$ cat src/rtl/pipe_hazard_ctrl.sv
// Stall/flush controller for the 5-stage pipeline plus the MULT/DIV busy sequencer.
// Interlocks on RAW hazards against EXE/MEM destinations (no forwarding) and on HI/LO structural hazards.
module pipe_hazard_ctrl #(
   parameter int MUL_CYCLES   = 4,
   parameter int DIV_CYCLES   = 32,
   parameter bit BRANCH_FLUSH = 1'b0
) (
   input  logic        clk,
   input  logic        rst,
   input  logic        id_valid,
   input  logic [4:0]  id_rs,
   input  logic [4:0]  id_rt,
   input  logic        id_uses_rs,
   input  logic        id_uses_rt,
   input  logic        exe_rf_w_ena,
   input  logic        mem_rf_w_ena,
   input  logic [4:0]  exe_rf_waddr,
   input  logic [4:0]  mem_rf_waddr,
   input  logic        id_branch,
   input  logic        id_md_op,
   input  logic        id_md_is_div,
   input  logic        id_hilo_read,
   output logic        pc_ena,
   output logic        if_id_ena,
   output logic        if_id_flush,
   output logic        id_exe_bubble,
   output logic        md_start,
   output logic        md_busy,
   output logic        md_done,
   output logic [31:0] stall_cycles
);

   localparam logic [5:0] MUL_N = 6'(MUL_CYCLES);
   localparam logic [5:0] DIV_N = 6'(DIV_CYCLES);

   typedef enum logic {IDLE, BUSY} md_state_t;

   md_state_t  state, state_nxt;
   logic [5:0] cnt, cnt_nxt;
   logic       raw_rs, raw_rt, raw, struct_haz, stall, issue;

   // A source only conflicts with a producer that actually writes a non-zero register.
   assign raw_rs = id_uses_rs && (id_rs != 5'd0) &&
                   ((exe_rf_w_ena && (exe_rf_waddr == id_rs)) ||
                    (mem_rf_w_ena && (mem_rf_waddr == id_rs)));
   assign raw_rt = id_uses_rt && (id_rt != 5'd0) &&
                   ((exe_rf_w_ena && (exe_rf_waddr == id_rt)) ||
                    (mem_rf_w_ena && (mem_rf_waddr == id_rt)));

   assign raw        = id_valid && (raw_rs || raw_rt);
   assign md_busy    = (state == BUSY);
   assign struct_haz = id_valid && md_busy && (id_md_op || id_hilo_read);
   assign stall      = raw || struct_haz;
   assign issue      = !rst && (state == IDLE) && id_valid && id_md_op && !stall;

   // ID hands its instruction on (valid && !stall) in exactly the cycles where pc_ena is high;
   // a stalled instruction stays in ID while a bubble goes downstream.
   always_comb begin
      pc_ena        = 1'b0;
      if_id_ena     = 1'b0;
      if_id_flush   = 1'b0;
      id_exe_bubble = 1'b1;
      md_start      = 1'b0;
      md_done       = 1'b0;
      if (!rst) begin
         pc_ena        = !stall;
         if_id_ena     = !stall;
         id_exe_bubble = stall;
         if_id_flush   = BRANCH_FLUSH && id_branch && id_valid && !stall;
         md_start      = issue;
         md_done       = md_busy && (cnt == 6'd1);
      end
   end

   always_comb begin
      state_nxt = state;
      cnt_nxt   = cnt;
      case (state)
         IDLE: begin
            if (issue) begin
               state_nxt = BUSY;
               cnt_nxt   = id_md_is_div ? DIV_N : MUL_N;
            end
         end
         BUSY: begin
            cnt_nxt = cnt - 6'd1;
            if (cnt == 6'd1) state_nxt = IDLE;
         end
         default: begin
            state_nxt = IDLE;
            cnt_nxt   = 6'd0;
         end
      endcase
   end

   always_ff @(posedge clk) begin
      if (rst) begin
         state        <= IDLE;
         cnt          <= 6'd0;
         stall_cycles <= 32'd0;
      end else begin
         state <= state_nxt;
         cnt   <= cnt_nxt;
         if (stall) stall_cycles <= stall_cycles + 32'd1;
      end
   end

endmodule

$ cat config.mk
export PLATFORM = sky130hd
export DESIGN_NAME = pipe_hazard_ctrl
export DESIGN_NICKNAME = d
export VERILOG_FILES = /design/src/rtl/pipe_hazard_ctrl.sv
export SDC_FILE = /design/constraint.sdc
export NUM_CORES = 1
export LEC_CHECK = 0
export CELL_PAD_IN_SITES_DETAIL_PLACEMENT = 1
export CELL_PAD_IN_SITES_GLOBAL_PLACEMENT = 2
export CORE_MARGIN = 2
export CORE_UTILIZATION = 28
export DETAILED_ROUTE_END_ITERATION = 7
export HOLD_SLACK_MARGIN = 0.12
export PLACE_DENSITY_LB_ADDON = 0.1
export REMOVE_ABC_BUFFERS = 1
export SYNTH_ARGS = -nofsm -noshare
export SYNTH_HDL_FRONTEND = slang
export SYNTH_SLANG_ARGS = --single-unit
export TNS_END_PERCENT = 100
$ cat constraint.sdc
create_clock -name clk -period 3.9 [get_ports clk]
set_input_delay 0.975 -clock clk [delete_from_list [all_inputs] [get_ports clk]]
set_output_delay 0.975 -clock clk [all_outputs]
set_load 0.005 [all_outputs]
==> summary.md <==
| Metric | Value |
|---|---|
| Status | completed |
| Async S/R FF share, synth | 0 |
| Detailed-route wire length per cell | 16.8 um |
| Layout Nets | slightly above 400 |
| Area delta synth->final | 43.7% |
| Top FF cell, synth | dfxtp_1 |
| Syn Area/Cell | 8.49 um2 |
| GRT Total Usage | 0.172 |
| RSZ-0062 raised after global routing | true |
| Total negative slack | 0 ps |
| GR Util met3 | 0.0336 |
| 1st-iter DRT viols | between 60 and 70 |
| Seq/Total Area, Yosys | 0.317 |
| GR Layer Usage met1 | 0.230 |
| Endpoint arrival time on the critical path | approximately 2800 ps |
| Number of diodes | 0 |
| Die area | between 0.009 and 0.01 mm2 |
| Initial antenna violation count | 0 |
| Most numerous cell in the Yosys netlist | dfxtp_1 |
| Syn. warnings | 0 |
| Placed cell area | 0.00334 mm2 |
| CTS tree | yes |
| Tot Pwr | a little over 0.9 mW |
| Worst setup EP type | primary output |
| Setup Viol. Count Final | 0 |
| I/O pins | 70 |
| Clock sinks | 39 |
| Comb power frac | 0.171 |
| Total gr overflow | 0 |
| Cells after Synth | 290 |
| Layout cells sized above 1 | 0.179 |
| Setup CP Type | input port to primary output |
| Max-cap viol count | 0 |
| Period utilisation layout | 0.969 |
| Commonest cells post-synth | dfxtp_1 (39), a21oi_1 (27), nand3_1 (21) |
| Hold WS | between 400 and 500 ps |
| Die Y | 97.8 um |
| Yosys reg bits | 39 |
| Net Sw Power | around 0.25 mW |
| Area leader, netlist | dfxtp_1 |
| Sequential power share | 0.443 |
| Pint | roughly 0.68 mW |
| Leak Pwr | roughly 1.2 nW |
| First-pass GRT wire length | between 10 and 15 mm |
| Fmax | between 200 and 300 MHz |
| Hold WC Path Type | flip-flop to flip-flop |
| Post-DR vias/cell | between 5 and 6 |
| DIE WIDTH | 97.8 um |
| Switching portion of total power | 0.265 |
| GPL Wtd Cong | 0.823 |
| DRT Wirelength | between 8 and 9 mm |
| DP HPWL | slightly below 6 mm |
| Critical Path Start Type | input port |
| First drt pass iteration count | 4 |
| Clock skew | roughly 8.4 ps |
| Busiest grt layer | met2 |
| Row cnt | 34 |
| TritonCTS Buffers | 5 |
| ANT nets after route | 0 |
| Peak supply drop | about 130 uV |
| Met2 Resource Use GR | 0.291 |
| Rel. slew slack | 0.646 |
| Vias in the first global route | between 2000 and 3000 |
| Later-pin clock latency in the skew report | just under 300 ps |
| Vias | 2644 |
| Top cells by area, synth | dfxtp_1 (32%), xor2_1 (6.0%), or4_1 (5.8%), a21oi_1 (5.5%), o31ai_1 (5.5%) |
| Core Box Area | around 0.0086 mm2 |
| PD cells | roughly 260 mW/mm2 |
| Number of synthesized flops with an enable pin | 0 |
| # DRC | 0 |
| Final-report hold violation count | 0 |
| Initial Utilization | 0.285 |
| Post-layout util | 0.410 |
| Worst Max-Slew Pin Slew | ~530 ps |
| Max Fanout on Critical Path | 3 |
| Number of distinct library cells after synthesis | 52 |
| Final Cell Area | 0.00354 mm2 |
| Critical Path RT | slightly below 3000 ps |
| Minimum clock period | 3780 ps |
| Clock group share of total power | 0.386 |
| Port bufs | 67 |
| Share of the synthesized area in the top cell type | 0.317 |
| H-Tree Depth | 2 |
| Pin count of the biggest net entering global routing | 39 |
| Maximum root-to-sink buffer count | 2 |
| Final Max Slew Viols | 0 |
| Mapped Area | about 0.0025 mm2 |
| Clk slew on worst S/H paths | about 80 ps |
| Root Buffer | clkbuf_8 |
-- power groups by stage --
stage	logic, mW	registers, mW	clock network (mW)
after floorplan	0.0600	0.419	0
after global placement	0.153	0.421	0
after detailed placement	0.155	0.421	0
after CTS	0.158	0.412	0.376
after global routing	0.176	0.413	0.391
final	0.159	0.412	0.359
-- per-layer routing --
metal  routed length, um  vias up
li1                    -     1303
met1                3970     1283
met2                3880       53
met3                 283        5
met4                  46        0
met5                   0        -
-- worst max-delay path, cell delays in order --
cell           delay [ps]
dlygate4sd2_1         280
xor2_1                160
nor4_2                340
a32oi_2               180
buf_4                 160
buf_4                 130
o22ai_2               120
or2_1                 160
inv_1                  40
dlygate4sd2_1         250
-- final timing paths --
path	startpoint	to	slack, ps	cells past startpoint
worst min register to register	stall_cycles[31]$_SDFFE_PP0P_	stall_cycles[31]$_SDFFE_PP0P_	480	2
worst max-delay path	id_rs[4]	md_start	120	10
worst max register to register	stall_cycles[0]$_SDFFE_PP0P_	stall_cycles[28]$_SDFFE_PP0P_	1400	6
worst min-delay path	stall_cycles[31]$_SDFFE_PP0P_	stall_cycles[31]$_SDFFE_PP0P_	480	2
-- sequential cells by signal, indices dropped and copies added, names as in the netlist --
name / count
md_busy: 1
stall_cycles: 32
cnt: 6
-- logic make-up after synthesis --
group           Yosys count  synth area share
compound gates           89             0.267
fa+ha+maj                 3            0.0152
flops                    39             0.317
xor+xnor                 21            0.0747
other cells               1           0.00152
buf+inv                  38            0.0818
simple gates             99             0.243
-- layout by cell type (no fill, tap or decap), types with 4 or more instances in the layout --
| master | instances |
|---|---|
| and4_1 | 4 |
| clkbuf_8 | 6 |
| a41o_1 | 5 |
| nor4_2 | 4 |
| dlygate4sd2_1 | 22 |
| a31o_2 | 6 |
| clkdlybuf4s50_1 | 43 |
| nor3_1 | 4 |
| o2111ai_1 | 5 |
| nand3_1 | 21 |
| dfxtp_1 | 39 |
| inv_1 | 20 |
| and3_1 | 4 |
| a311oi_1 | 7 |
| o31ai_1 | 18 |
| or4_1 | 18 |
| a21oi_1 | 27 |
| o21ai_0 | 4 |
| xor2_1 | 17 |
| nor2_1 | 15 |
| nand2_1 | 7 |
| nand4_1 | 5 |
| xnor2_1 | 4 |
| buf_4 | 32 |
-- what timing repair did --
action                                  4_1_cts  5_1_grt
pin swaps                                    14        5
resized for setup                            32        3
endpoints found under the setup margin        4        2
buffers inserted                              4        2
hold buffers                                  0        0
-- per-stage QoR --
stage	setup slack, ps	std cells
floorplan	503	272
global placement	-373	473
detailed placement	-360	473
CTS	4.89	485
global route	-42.1	487
finish	121	487
-- layout make-up --
cell class,count,area [um2]
Multi-Input combinational cell,213,1540
Clock buffer,6,82.6
Fill cell,1041,5100
Timing Repair Buffer,99,888
Tap cell,108,135
Sequential cell,39,781
Inverter,20,75.1
Clock inverter,2,35.0
No activity file was read; power rests on OpenSTA's default activity.
